$ cat src/rtl/load_store_unit.sv
// load_store_unit
//   Bridges execute to the memory arbiter's LSU ports. Takes one load or
//   store at a time. Stores go out as a single word-aligned write with byte
//   enables and lane-replicated data. Loads go out as word reads; the
//   addressed lane is extracted, sign/zero-extended and returned with a
//   one-cycle response pulse. Misaligned or illegal-size requests complete
//   immediately with o_misaligned set and make no bus access.
//
// Ports
//   i_clk, i_rst            clock, asynchronous active-high reset
//   i_clk_en                global enable; everything freezes while low
//   i_stall                 arbiter stall; holds FSM/outputs (load ack excepted)
//   i_req_*                 request from execute (valid/we/size/unsigned/addr/wdata)
//   o_req_ready             idle, can accept a request (decoded from state)
//   o_resp_valid/_data      completion pulse and extended load data (0 for stores)
//   o_misaligned            qualifies o_resp_valid
//   o_lsu_read, o_r_lsu_addr, i_r_lsu_data, i_lsu_ack   arbiter read channel
//   o_lsu_write, o_w_lsu_addr, o_w_lsu_byte_en, o_w_lsu_data   arbiter write channel
module load_store_unit #(
  parameter int AW = 32,
  parameter int DW = 32
) (
  input  logic          i_clk,
  input  logic          i_rst,
  input  logic          i_clk_en,
  input  logic          i_stall,
  input  logic          i_req_valid,
  input  logic          i_req_we,
  input  logic [1:0]    i_req_size,
  input  logic          i_req_unsigned,
  input  logic [AW-1:0] i_req_addr,
  input  logic [DW-1:0] i_req_wdata,
  output logic          o_req_ready,
  output logic          o_resp_valid,
  output logic [DW-1:0] o_resp_data,
  output logic          o_misaligned,
  output logic          o_lsu_read,
  output logic [AW-1:0] o_r_lsu_addr,
  input  logic [DW-1:0] i_r_lsu_data,
  input  logic          i_lsu_ack,
  output logic          o_lsu_write,
  output logic [AW-1:0] o_w_lsu_addr,
  output logic [3:0]    o_w_lsu_byte_en,
  output logic [DW-1:0] o_w_lsu_data
);

  typedef enum logic [1:0] {
    S_IDLE  = 2'd0,
    S_WRITE = 2'd1,
    S_READ  = 2'd2,
    S_RESP  = 2'd3
  } state_e;

  localparam logic [1:0] SZ_BYTE = 2'd0;
  localparam logic [1:0] SZ_HALF = 2'd1;
  localparam logic [1:0] SZ_WORD = 2'd2;

  state_e state_q, state_d;

  // Only the parts of the request needed after acceptance are kept: the
  // lane/size/extension control for load data extraction.
  logic [1:0] lane_q,     lane_d;
  logic [1:0] size_q,     size_d;
  logic       unsigned_q, unsigned_d;

  // Next values of the registered outputs.
  logic          resp_valid_d;
  logic [DW-1:0] resp_data_d;
  logic          misaligned_d;
  logic          lsu_read_d;
  logic [AW-1:0] r_lsu_addr_d;
  logic          lsu_write_d;
  logic [AW-1:0] w_lsu_addr_d;
  logic [3:0]    w_lsu_byte_en_d;
  logic [DW-1:0] w_lsu_data_d;

  logic          accept;
  logic          req_misaligned;
  logic [AW-1:0] req_word_addr;
  logic [DW-1:0] rd_shifted;
  logic [DW-1:0] rd_extended;

  assign accept        = i_req_valid && !i_stall;
  assign req_word_addr = {i_req_addr[AW-1:2], 2'b00};
  assign o_req_ready   = (state_q == S_IDLE);

  always_comb begin
    unique case (i_req_size)
      SZ_BYTE: req_misaligned = 1'b0;
      SZ_HALF: req_misaligned = i_req_addr[0];
      SZ_WORD: req_misaligned = (i_req_addr[1:0] != 2'b00);
      default: req_misaligned = 1'b1;
    endcase
  end

  // Lane extraction: shift the addressed lane down to bit 0, then extend.
  assign rd_shifted = i_r_lsu_data >> {lane_q, 3'b000};

  always_comb begin
    unique case (size_q)
      SZ_BYTE: rd_extended = {{(DW-8){rd_shifted[7] & ~unsigned_q}},   rd_shifted[7:0]};
      SZ_HALF: rd_extended = {{(DW-16){rd_shifted[15] & ~unsigned_q}}, rd_shifted[15:0]};
      default: rd_extended = i_r_lsu_data;
    endcase
  end

  // State register
  always_ff @(posedge i_clk or posedge i_rst) begin
    // NOTE: sequential state uses non-blocking assignments so every register
    // samples pre-edge values regardless of statement order.
    if (i_rst)         state_q <= S_IDLE;
    else if (i_clk_en) state_q <= state_d;
  end

  // Next-state logic
  always_comb begin
    // NOTE: default assignment first so no path leaves state_d unassigned,
    // which would otherwise infer a latch.
    state_d = state_q;
    unique case (state_q)
      S_IDLE: begin
        if (accept) begin
          if (req_misaligned) state_d = S_RESP;
          else if (i_req_we)  state_d = S_WRITE;
          else                state_d = S_READ;
        end
      end
      S_WRITE: if (!i_stall)  state_d = S_RESP;
      // The read ack is honoured even while stalled.
      S_READ:  if (i_lsu_ack) state_d = S_RESP;
      S_RESP:  if (!i_stall)  state_d = S_IDLE;
      default:                state_d = S_IDLE;
    endcase
  end

  // Output logic: next values of the registered outputs, holding by default.
  always_comb begin
    lane_d          = lane_q;
    size_d          = size_q;
    unsigned_d      = unsigned_q;
    resp_valid_d    = o_resp_valid;
    resp_data_d     = o_resp_data;
    misaligned_d    = o_misaligned;
    lsu_read_d      = o_lsu_read;
    r_lsu_addr_d    = o_r_lsu_addr;
    lsu_write_d     = o_lsu_write;
    w_lsu_addr_d    = o_w_lsu_addr;
    w_lsu_byte_en_d = o_w_lsu_byte_en;
    w_lsu_data_d    = o_w_lsu_data;

    unique case (state_q)
      S_IDLE: begin
        if (accept) begin
          lane_d       = i_req_addr[1:0];
          size_d       = i_req_size;
          unsigned_d   = i_req_unsigned;
          misaligned_d = req_misaligned;
          resp_data_d  = '0;
          if (req_misaligned) begin
            resp_valid_d = 1'b1;
          end else if (i_req_we) begin
            lsu_write_d  = 1'b1;
            w_lsu_addr_d = req_word_addr;
            unique case (i_req_size)
              SZ_BYTE: begin
                w_lsu_byte_en_d = 4'b0001 << i_req_addr[1:0];
                w_lsu_data_d    = {4{i_req_wdata[7:0]}};
              end
              SZ_HALF: begin
                w_lsu_byte_en_d = 4'b0011 << i_req_addr[1:0];
                w_lsu_data_d    = {2{i_req_wdata[15:0]}};
              end
              default: begin
                w_lsu_byte_en_d = 4'b1111;
                w_lsu_data_d    = i_req_wdata;
              end
            endcase
          end else begin
            lsu_read_d   = 1'b1;
            r_lsu_addr_d = req_word_addr;
          end
        end
      end
      S_WRITE: begin
        if (!i_stall) begin
          lsu_write_d  = 1'b0;
          resp_valid_d = 1'b1;
        end
      end
      S_READ: begin
        if (i_lsu_ack) begin
          lsu_read_d   = 1'b0;
          resp_data_d  = rd_extended;
          resp_valid_d = 1'b1;
        end
      end
      S_RESP: begin
        if (!i_stall) resp_valid_d = 1'b0;
      end
      default: ;
    endcase
  end

  // Output and request-context registers.
  always_ff @(posedge i_clk or posedge i_rst) begin
    if (i_rst) begin
      lane_q          <= '0;
      size_q          <= '0;
      unsigned_q      <= 1'b0;
      o_resp_valid    <= 1'b0;
      o_resp_data     <= '0;
      o_misaligned    <= 1'b0;
      o_lsu_read      <= 1'b0;
      o_r_lsu_addr    <= '0;
      o_lsu_write     <= 1'b0;
      o_w_lsu_addr    <= '0;
      o_w_lsu_byte_en <= '0;
      o_w_lsu_data    <= '0;
    end else if (i_clk_en) begin
      lane_q          <= lane_d;
      size_q          <= size_d;
      unsigned_q      <= unsigned_d;
      o_resp_valid    <= resp_valid_d;
      o_resp_data     <= resp_data_d;
      o_misaligned    <= misaligned_d;
      o_lsu_read      <= lsu_read_d;
      o_r_lsu_addr    <= r_lsu_addr_d;
      o_lsu_write     <= lsu_write_d;
      o_w_lsu_addr    <= w_lsu_addr_d;
      o_w_lsu_byte_en <= w_lsu_byte_en_d;
      o_w_lsu_data    <= w_lsu_data_d;
    end
  end

endmodule

$ cat config.mk
export PLATFORM = sky130hd
export DESIGN_NAME = load_store_unit
export DESIGN_NICKNAME = d
export VERILOG_FILES = /design/src/rtl/load_store_unit.sv
export SDC_FILE = /design/constraint.sdc
export NUM_CORES = 1
export LEC_CHECK = 0
export BUFFER_PORTS_ARGS = -buffer_cell sky130_fd_sc_hd__clkbuf_2
export CORE_ASPECT_RATIO = 1.4
export CORE_MARGIN = 1
export CORE_UTILIZATION = 45
export CTS_BUF_LIST = sky130_fd_sc_hd__clkbuf_4
export DETAILED_ROUTE_END_ITERATION = 8
export PLACE_DENSITY = 0.83
export SLEW_MARGIN = 20
export SYNTH_ARGS = -nofsm -noshare
export SYNTH_HDL_FRONTEND = slang
export SYNTH_SLANG_ARGS = --single-unit
export TNS_END_PERCENT = 100
$ cat constraint.sdc
create_clock -name i_clk -period 4.54 [get_ports i_clk]
set_clock_uncertainty 0.2 [all_clocks]
set_input_delay 0.227 -clock i_clk [delete_from_list [all_inputs] [get_ports i_clk]]
set_output_delay 0.227 -clock i_clk [all_outputs]
set_load 0.01 [all_outputs]
==> results of run 1 <==
==> power by group through the flow <==
stage               Clock, mW  Combinational (mW)  Sequential, mW
floorplan                   0               0.878            2.18
global placement            0                1.72            2.03
detailed placement          0                1.76            2.05
CTS                     0.830                1.89            2.02
global route            0.887                2.11            2.11
finish                  0.820                1.95            2.05
==> synth_stat cells, drive strengths merged (3+ instances only) <==
cell type,instances,area (sq um)
nand2,59,221.5
ha,4,50.05
buf,25,170.1
o31ai,6,45.04
nand2b,4,32.53
o211a,6,60.06
a21oi,13,68.82
mux2i,32,320.3
o22ai,5,31.28
dfrtp,139,3478
nor2,21,78.83
o21ai,47,242.7
a22oi,8,60.06
a22o,8,70.07
mux2,70,792.0
a221o,17,170.2
nor2b,3,18.77
clkbuf,11,41.29
inv,11,41.29
==> flip-flops by register name (all words and copies together) (netlist names) <==
name	flops
unsigned_q	1
o_w_lsu_data	32
o_r_lsu_addr	30
o_lsu_write	1
o_w_lsu_addr	30
lane_q	2
size_q	2
o_resp_valid	1
o_resp_data	32
o_w_lsu_byte_en	4
o_misaligned	1
o_lsu_read	1
state_q	2
==> final cells by class <==
cell class / instances / area share (%)
sequential: 139 / 37.92
multi-input combinational: 344 / 28.80
timing repair buffer: 369 / 27.20
tap: 185 / 2.524
clock inverter: 15 / 1.637
clock buffer: 17 / 1.391
inverter: 11 / 0.5047
antenna: 1 / 0.02728
==> kinds of logic after synthesis <==
kind of cell | after synthesis | synth area share [%]
muxes | 103 | 17.92
other | 1 | 0.05901
xor gates and xnor gates | 1 | 0.1378
AOI/OAI and AO/OA | 127 | 14.63
adders and majority gates | 4 | 0.7876
and+or+nand+nor | 105 | 7.758
DFF | 139 | 54.74
buffers and inverters | 47 | 3.977
==> how the worst max path moves through the flow <==
stage	startpoint	end	cells past startpoint	slack, ns
final	state_q[0]	o_resp_data[10]	6	1.33
after global routing	state_q[1]	o_resp_data[10]	6	1.17
after CTS	state_q[0]	o_w_lsu_data[5]	6	1.38
after detailed placement	state_q[0]	o_w_lsu_data[0]	6	1.39
after global placement	state_q[0]	o_w_lsu_data[2]	6	1.48
after floorplan	i_rst	lane_q[0]	1	0.39
==> worst register-to-register path, stage by stage (launching register included) <==
cell           delay [ns]
dfrtp_1              0.42
inv_1                0.08
ha_1                 0.38
a211oi_2             0.68
nand3_1              0.49
o21ai_0              0.31
dlygate4sd3_1        0.59
==> through the flow <==
step,total power [mW],utilization (%),hold slack (ns),setup slack [ns]
2_1_floorplan,3.062,-,0.1324,0.3885
3_3_place_gp,3.746,55.33,0.08849,1.482
3_5_place_dp,3.813,55.33,0.09108,1.390
4_1_cts,4.744,66.22,0.02393,1.378
5_1_grt,5.110,66.24,0.06675,1.171
6_report,4.818,66.24,0.04202,1.331
==> layer usage <==
layer / routed length (microns) / part of all wire (%) / global-route usage (%)
met5: 0 / 0 / 0
met4: 1015 / 5.0 / 16.77
met1: 7225 / 36 / 31.39
met3: 1569 / 7.8 / 7.930
met2: 10430 / 52 / 49.54
==> impl_results.md, run 1 <==
- Status: finished, final reports clean
- Number of global-route vias before repair: 6357
- Vias/cell: 5.430
- Die width: 102.4 microns
- Setup TNS: 0 ns
- Unique masters post-synth: 57
- Drt initial violations: 404
- Critical path launch point type: flop
- Clock transition at the registers of the reported paths: 0.16 ns
- Yosys warnings: 0
- Post-Syn Instances: 527
- Buf+Inv Stages, Crit Path: 2
- Initial core utilization: 45.89%
- Commonest non-fill, non-tap cell in the layout: clkbuf_2
- FF-to-FF setup slack: 1.33 ns
- Leakage power: 4.805 nW
- Reg-to-reg startpoint: state_q[0]
- Worst-Margin Slew: 1.025 ns
- Worst-path cell chain: inv_1 > ha_1 > a211oi_2 > nand3_1 > o21ai_0 > dlygate4sd3_1
- Max-slew headroom at the worst pin: 31.51%
- RSZ-0062 raised after global routing: false
- Power share of the sequential group: 42.5%
- Number of synthesized flops with an enable pin: 0
- Total GRT Usage: 28.87%
- Clk_lat worst skew: 0.53 ns
- Min-Delay Path Class: input port to asynchronous set/reset pin
- Hold-fix buffers, CTS: 123
- Switching share of power: 40.52%
- Async SR Flop Fraction: 100.0%
- # DRC: 0
- Power per standard cell area: 525.2 nW/um^2
- Reg-to-Reg End: o_resp_data[10]
- Initial antenna violation count: 1
- CTS Buf Count: 17
- # clock sinks: 139
- CP delay by family, top: compound AO/OA/AOI/OAI gates
- Setup violators final: 0
- Post-route ant nets: 0
- Setup crit end kind: flop
- Slowest CP cell: a211oi_2
- Post-Syn Area: 6355 sq um
- CTS tree: done
- Cells on worst reg2reg path: 6
- Layout cells sized above 1: 36.87%
- Placed cell area: 7661 sq um
- Hold Violations, Final: 0
- DR vias: 5870
- Placed cells: 925
- Slew Viols, Final: 0
- Main synth FF type: dfrtp_1
- CP required: 4.80 ns
- IR drop worst, VDD: 371.2 uV
- Fin crit share: 70.69%
- Mean post-synth cell area: 12.06 sq um
- I/O pins: 243
- Register area share after synthesis: 54.74%
- Clock buffer depth: 2
- Max incr delay on CP: 0.68 ns
- Largest net degree at the start of global routing: 68
- Synth-to-Final Area Change: 44.34%
- Die area: 14610 sq um
- H-tree levels: 4
- WL/cell: 18.73 microns
- Post-CTS Setup Repair Bufs: 0
- Int Pwr: 2.866 mW
- RD Place Congestion: 0.8077
- Row count: 51
- Sw power: 1.952 mW
- Non-filler cells, final: 1081
- CP Data Arrival Time: 3.47 ns
- Crit-path max FO: 14
- Commonest cells after routing, fill and taps aside: 238 x clkbuf_2, 139 x dfrtp_1, 123 x dlygate4sd3_1
- TritonRoute pass-1 iters: 7
- Core Area: 13850 sq um
- Post-CTS Resized: 0
- WL final: 20250 microns
- First-pass GRT wire length: 32060 microns
- Flops & latches, synth: 139
- DP Wirelength: 11890 microns
- Max cap viols: 0
- Layout Nets: 992
- Finished Cell Area: 9173 sq um
- Buffers on Ports: 238
- Power share of the combinational group: 40.4%
- Area of the multi-input gates: 2641 sq um
- CTS root buffer: clkbuf_4
- Fillers: 971
- Register Area: 3478 sq um
- Total gr overflow: 0
- Tmin final: 3.209 ns
- WS Path Type: flop to flop
- Die height: 142.6 microns
- Fmax: 311.6 MHz
- Clock power frac: 17.0%
No activity file was read; power rests on OpenSTA's default activity.
==> run 2: changes to the inputs <==
--- a/config.mk
+++ b/config.mk
@@ -11,7 +11,7 @@
 export CORE_UTILIZATION = 45
 export CTS_BUF_LIST = sky130_fd_sc_hd__clkbuf_4
 export DETAILED_ROUTE_END_ITERATION = 8
-export PLACE_DENSITY = 0.83
+export PLACE_DENSITY = 0.86
 export SLEW_MARGIN = 20
 export SYNTH_ARGS = -nofsm -noshare
 export SYNTH_HDL_FRONTEND = slang
==> constraint.sdc (replaced) <==
create_clock -name i_clk -period 2.65 [get_ports i_clk]
set_clock_uncertainty 0.2 [all_clocks]
set_input_delay 0.1325 -clock i_clk [delete_from_list [all_inputs] [get_ports i_clk]]
set_output_delay 0.1325 -clock i_clk [all_outputs]
set_load 0.01 [all_outputs]
==> impl_results.md, run 2 (same netlist as run 1, synthesis figures left out) <==
- Row count: 51 (unchanged)
- Fmax: 413.9 MHz (+33%)
- Total gr overflow: 0 (unchanged)
- Worst setup margin: 0.2340 ns (-1.097 ns)
- CP required: 2.95 ns (-1.85 ns)
- Vias/cell: 5.509 (+1.4%)
- Worst-Margin Slew: 0.8517 ns (-0.1736 ns)
- CP Data Arrival Time: 2.71 ns (-0.76 ns)
- Fillers: 939 (-3.3%)
- Setup TNS: 0 ns (unchanged)
- Layout cells sized above 1: 37.54% (+0.67 points)
- Buf+Inv Stages, Crit Path: 4 (+2)
- Dpl ws: 0.3556 ns (-1.035 ns)
- Post-CTS Resized: 0 (unchanged)
- Post-CTS Setup Repair Bufs: 0 (unchanged)
- Initial antenna violation count: 1 (unchanged)
- DP Wirelength: 12060 microns (+1.4%)
- TritonRoute pass-1 iters: 5 (-2)
- Core Area: 13850 sq um (unchanged)
- Commonest cells after routing, fill and taps aside: 238 x clkbuf_2, 139 x dfrtp_1, 122 x dlygate4sd3_1
- I/O pins: 243 (unchanged)
- Post-route ant nets: 0 (unchanged)
- Crit-path max FO: 8 (-6)
- Tmin final: 2.416 ns (-0.7931 ns)
- First-pass GRT wire length: 31110 microns (-3.0%)
- CTS Buf Count: 17 (unchanged)
- Leakage power: 4.832 nW (+0.56%)
- Largest regs: o_resp_data (32), o_w_lsu_data (32)
- Setup crit end kind: flop
- Total GRT Usage: 28.16% (-0.71 points)
- Min-Delay Path Class: input port to asynchronous set/reset pin
- Die width: 102.4 microns (unchanged)
- Drt initial violations: 386 (-4.5%)
- Status: finished, final reports clean
- Layout Nets: 1000 (+0.81%)
- # DRC: 0 (unchanged)
- WL final: 20340 microns (+0.44%)
- Slew Viols, Final: 0 (unchanged)
- CTS tree: done
- H-tree levels: 4 (unchanged)
- WL/cell: 18.67 microns (-0.29%)
- DR vias: 5999 (+2.2%)
- Hold Violations, Final: 0 (unchanged)
- Number of global-route vias before repair: 6176 (-2.8%)
- CP dominant cell by count: buf_4
- # clock sinks: 139 (unchanged)
- Critical path launch point type: flop
- Commonest non-fill, non-tap cell in the layout: clkbuf_2
- CP delay by family, top: buffers and inverters
- Worst-path cell chain: inv_1 > ha_1 > buf_4 > a211oi_2 > buf_4 > o221ai_1 > dlygate4sd3_1 > nand2_1
- Power per standard cell area: 893.4 nW/um^2 (+70%)
- IR drop worst, VDD: 537.8 uV (+45%)
- Synth-to-Final Area Change: 45.86%
- WS Path Type: flop to flop
- Largest net degree at the start of global routing: 140 (+110%)
- Fin crit share: 91.17% (+20 points)
- Clk_lat worst skew: 0.54 ns (about the same)
- Max cap viols: 0 (unchanged)
- Clock transition at the registers of the reported paths: 0.15 ns (about the same)
- RSZ-0062 raised after global routing: false
- Max-slew headroom at the worst pin: 43.22% (+12 points)
- RD Place Congestion: 0.8726 (+8.0%)
- Setup violators final: 0 (unchanged)
- Clock buffer depth: 2 (unchanged)
- Slowest CP cell: dlygate4sd3_1
- Initial core utilization: 45.89% (unchanged)
- Max incr delay on CP: 0.57 ns (-0.11 ns)
- Buffers on Ports: 238 (unchanged)
- Die height: 142.6 microns (unchanged)
- Hold WS: 0.03305 ns (-0.008968 ns)
- CTS root buffer: clkbuf_4
- Die area: 14610 sq um (unchanged)
## run 2: changes by cell type in the layout (fill, tap and decap cells not counted), sizes merged
cell	delta
dlygate4sd3	-1
clkinvlp	+1
clkbuf	+1
clkinv	-2
buf	+9
## run 2: metal layers
| layer | track usage, % | part of all wire, % |
|---|---|---|
| met5 | 0 | 0 |
| met4 | 16.54 | 5.3 |
| met2 | 49.33 | 52 |
| met3 | 6.265 | 7.3 |
| met1 | 30.58 | 36 |
## run 2: cell type report
cell class                 count  area, sq um  share of cell area (%)
clock inverter                14        145.1                   1.566
inverter                      11        45.04                  0.4860
tap                          185        231.5                   2.497
multi-input combinational    344         2641                   28.50
timing repair buffer         377         2590                   27.94
antenna                        1        2.502                 0.02700
clock buffer                  18        135.1                   1.458
sequential                   139         3478                   37.53
## run 2: repair_timing
action                                  in CTS  in global routing
endpoints found under the setup margin       0                  0
hold buffers                               122                  0
hold endpoints to repair                   277                  0
## run 2: final timing paths
check | from | endpoint | slack (ns) | depth (start not counted)
worst max-delay path | state_q[0] | o_resp_data[0] | 0.23 | 8
worst min-delay path | i_rst | o_resp_data[6] | 0.03 | 4
worst max register to register | state_q[0] | o_resp_data[0] | 0.23 | 8
worst min register to register | o_resp_data[0] | o_resp_data[0] | 0.28 | 2
max in group asynchronous | i_rst | o_r_lsu_addr[14] | 1.49 | 4
min in group i_clk | i_req_addr[29] | o_r_lsu_addr[29] | 0.16 | 3
## run 2: metrics by stage
stage	std cells	cell area (sq um)	utilization (%)	power, mW
6_report	1089	9269	66.94	8.281
3_5_place_dp	934	7765	56.08	6.590
4_1_cts	1088	9266	66.92	8.129
2_1_floorplan	530	6370	-	5.246
5_1_grt	1089	9269	66.94	8.752
3_3_place_gp	934	7765	56.08	6.447
## run 2: worst min-delay path, stage by stage
cell           delay (ns)
dlygate4sd3_1        0.53
clkbuf_2             0.12
clkinvlp_4           0.07
buf_12               0.42
## run 2: where the power goes
part           internal [mW]  leakage [nW]  switching [mW]
Combinational           1.55          2.84            1.82
Clock                  0.447         0.157           0.961
Sequential              2.92          1.83           0.578
Total                   4.92          4.83            3.36
==> run 3: changes to the inputs <==
--- a/config.mk
+++ b/config.mk
@@ -7,11 +7,12 @@
 export LEC_CHECK = 0
 export BUFFER_PORTS_ARGS = -buffer_cell sky130_fd_sc_hd__clkbuf_2
 export CORE_ASPECT_RATIO = 1.4
-export CORE_MARGIN = 1
+export CORE_MARGIN = 4
 export CORE_UTILIZATION = 45
 export CTS_BUF_LIST = sky130_fd_sc_hd__clkbuf_4
 export DETAILED_ROUTE_END_ITERATION = 8
 export PLACE_DENSITY = 0.86
+export REMOVE_ABC_BUFFERS = 1
 export SLEW_MARGIN = 20
 export SYNTH_ARGS = -nofsm -noshare
 export SYNTH_HDL_FRONTEND = slang
==> impl_results.md, run 3 (same netlist as run 1, synthesis figures left out) <==
- Status: finished, final reports clean
- First-pass GRT wire length: 31950 microns (+2.7%)
- Worst Hold Path Cells: 3
- # clock sinks: 139 (unchanged)
- DR vias: 5847 (-2.5%)
- CP Depth: 8 (unchanged)
- Synth-to-Final Area Change: 44.38%
- Initial core utilization: 45.68% (-0.21 points)
- Die area: 16110 sq um (+10%)
- Post-CTS Resized: 0 (unchanged)
- Vias/cell: 5.414 (-1.7%)
- Post-route ant nets: 0 (unchanged)
- CTS Buf Count: 17 (unchanged)
- Sw power: 3.289 mW (-2.2%)
- Worst-Margin Slew: 1.022 ns (+0.1699 ns)
- Int Pwr: 4.889 mW (-0.56%)
- Crit-path max FO: 8 (unchanged)
- Worst-path cell chain: inv_1 > ha_1 > buf_4 > a211oi_2 > buf_4 > o221ai_1 > dlygate4sd3_1 > nand2_1
- IR drop worst, VDD: 495.9 uV (-7.8%)
- Clock power frac: 16.8% (-0.2 points)
- Number of global-route vias before repair: 6360 (+3.0%)
- CP delay by family, top: buffers and inverters
- Min-Delay Path Class: input port to flop
- Tmin final: 2.434 ns (+0.01832 ns)
- Initial antenna violation count: 0 (-1)
- Fmax: 410.8 MHz (-0.75%)
- Layout cells sized above 1: 37.77% (+0.22 points)
- Fin util: 65.96% (-0.98 points)
- TritonRoute pass-1 iters: 7 (+2)
- Switching share of power: 40.21% (-0.41 points)
- I/O pins: 243 (unchanged)
- CTS tree: done
- Total GRT Usage: 25.26% (-2.9 points)
- Core Area: 13910 sq um (+0.46%)
- Drt initial violations: 374 (-3.1%)
- # DRC: 0 (unchanged)
- CP dominant cell by count: buf_4
- Slew Viols, Final: 0 (unchanged)
- Non-filler cells, final: 1080 (-0.83%)
- CP Data Arrival Time: 2.72 ns (about the same)
- Hold Violations, Final: 0 (unchanged)
- Commonest non-fill, non-tap cell in the layout: clkbuf_2
- Post-CTS Setup Repair Bufs: 0 (unchanged)
- Power per standard cell area: 891.3 nW/um^2 (-0.23%)
- Die height: 148.6 microns (+4.2%)
- Setup crit end kind: flop
- DP Wirelength: 12870 microns (+6.8%)
- Buffers on Ports: 238 (unchanged)
- Die width: 108.4 microns (+5.9%)
- Commonest cells after routing, fill and taps aside: 238 x clkbuf_2, 139 x dfrtp_1, 115 x dlygate4sd3_1
- Placed cells: 933 (-0.11%)
- Leakage power: 4.800 nW (-0.66%)
- Buf+Inv Stages, Crit Path: 4 (unchanged)
- WL/cell: 18.70 microns (+0.15%)
- WS Path Type: flop to flop
- Largest regs: o_resp_data (32), o_w_lsu_data (32)
- RSZ-0062 raised after global routing: false
- Power share of the sequential group: 42.5% (+0.3 points)
- Clock transition at the registers of the reported paths: 0.15 ns (about the same)
- Max cap viols: 0 (unchanged)
- Largest net degree at the start of global routing: 80 (-43%)
- Slowest CP cell: dlygate4sd3_1
- Layout Nets: 992 (-0.80%)
- Max-slew headroom at the worst pin: 31.64% (-12 points)
- Critical path launch point type: flop
- CTS root buffer: clkbuf_4
- Clk_lat worst skew: 0.54 ns (about the same)
- CP required: 2.94 ns (about the same)
- RD Place Congestion: 0.8836 (+1.3%)
- Fin crit share: 91.86% (+0.69 points)
- Row count: 51 (unchanged)
- Clock buffer depth: 2 (unchanged)
- Cells on worst reg2reg path: 8 (unchanged)
- WL final: 20200 microns (-0.68%)
- Setup violators final: 0 (unchanged)
- Fillers: 1040 (+11%)
- Inserted Diodes: 0 (-1)
- Total gr overflow: 0 (unchanged)
- Hold WS: 0.1511 ns (+0.1181 ns)
- Power share of the combinational group: 40.7% (about the same)
- Max incr delay on CP: 0.57 ns (about the same)
- H-tree levels: 4 (unchanged)
[run 3: changes by cell type in the layout (fill, tap and decap cells not counted)]
cell,before,now
clkinv_4,1,3
clkinvlp_4,1,0
buf_12,4,3
clkinv_2,0,1
clkbuf_4,18,17
inv_6,6,5
dlygate4sd3_1,122,115
diode_2,1,0
[run 3: what timing repair did]
action                     4_1_cts  5_1_grt
hold buffers                   115        0
setup endpoints to repair        0        0
hold endpoints to repair       277        0
[run 3: final timing paths]
path | from | endpoint | slack [ns]
min reg2reg | o_w_lsu_data[18] | o_w_lsu_data[18] | 0.29
max | state_q[0] | o_resp_data[0] | 0.22
min | i_req_addr[13] | o_w_lsu_addr[13] | 0.15
min in group asynchronous | i_rst | o_w_lsu_addr[3] | 0.55
max in group asynchronous | i_rst | o_w_lsu_data[10] | 0.96
max reg2reg | state_q[0] | o_resp_data[0] | 0.22
[run 3: power groups by stage]
stage | clock network, mW | registers [mW] | logic (mW)
3_3_place_gp | 0 | 3.46 | 3.02
6_report | 1.37 | 3.48 | 3.33
5_1_grt | 1.50 | 3.58 | 3.60
3_5_place_dp | 0 | 3.50 | 3.12
4_1_cts | 1.41 | 3.46 | 3.27
2_1_floorplan | 0 | 3.82 | 1.32
[run 3: tightest hold or removal path: stages]
cell and delay [ns]:
dlygate4sd3_1 0.52, clkbuf_2 0.11, mux2_1 0.11
[run 3: metrics by stage]
stage / power (mW) / setup WS [ns] / setup TNS (ns) / instance area (sq um)
2_1_floorplan: 5.148 / -1.407 / -232.56 / 6155
3_3_place_gp: 6.473 / 0.4204 / 0 / 7746
3_5_place_dp: 6.619 / 0.3414 / 0 / 7746
4_1_cts: 8.139 / 0.2247 / 0 / 9175
5_1_grt: 8.683 / 0.08173 / 0 / 9175
6_report: 8.178 / 0.2157 / 0 / 9175
[run 3: area by class of cell]
cell class | instances | area (sq um) | area share (%)
sequential | 139 | 3478 | 37.91
multi-input combinational | 344 | 2641 | 28.79
timing repair buffer | 369 | 2500 | 27.25
tap | 185 | 231.5 | 2.523
clock inverter | 15 | 150.1 | 1.636
clock buffer | 17 | 127.6 | 1.391
inverter | 11 | 46.29 | 0.5046
[run 3: layer usage]
| metal | vias to the layer above | GRT usage [%] | part of all wire, % |
|---|---|---|---|
| li1 | 2628 | - | - |
| met3 | 67 | 7.338 | 8.6 |
| met5 | - | 0 | 0 |
| met4 | 0 | 11.94 | 3.7 |
| met1 | 2836 | 26.79 | 35 |
| met2 | 316 | 45.30 | 53 |
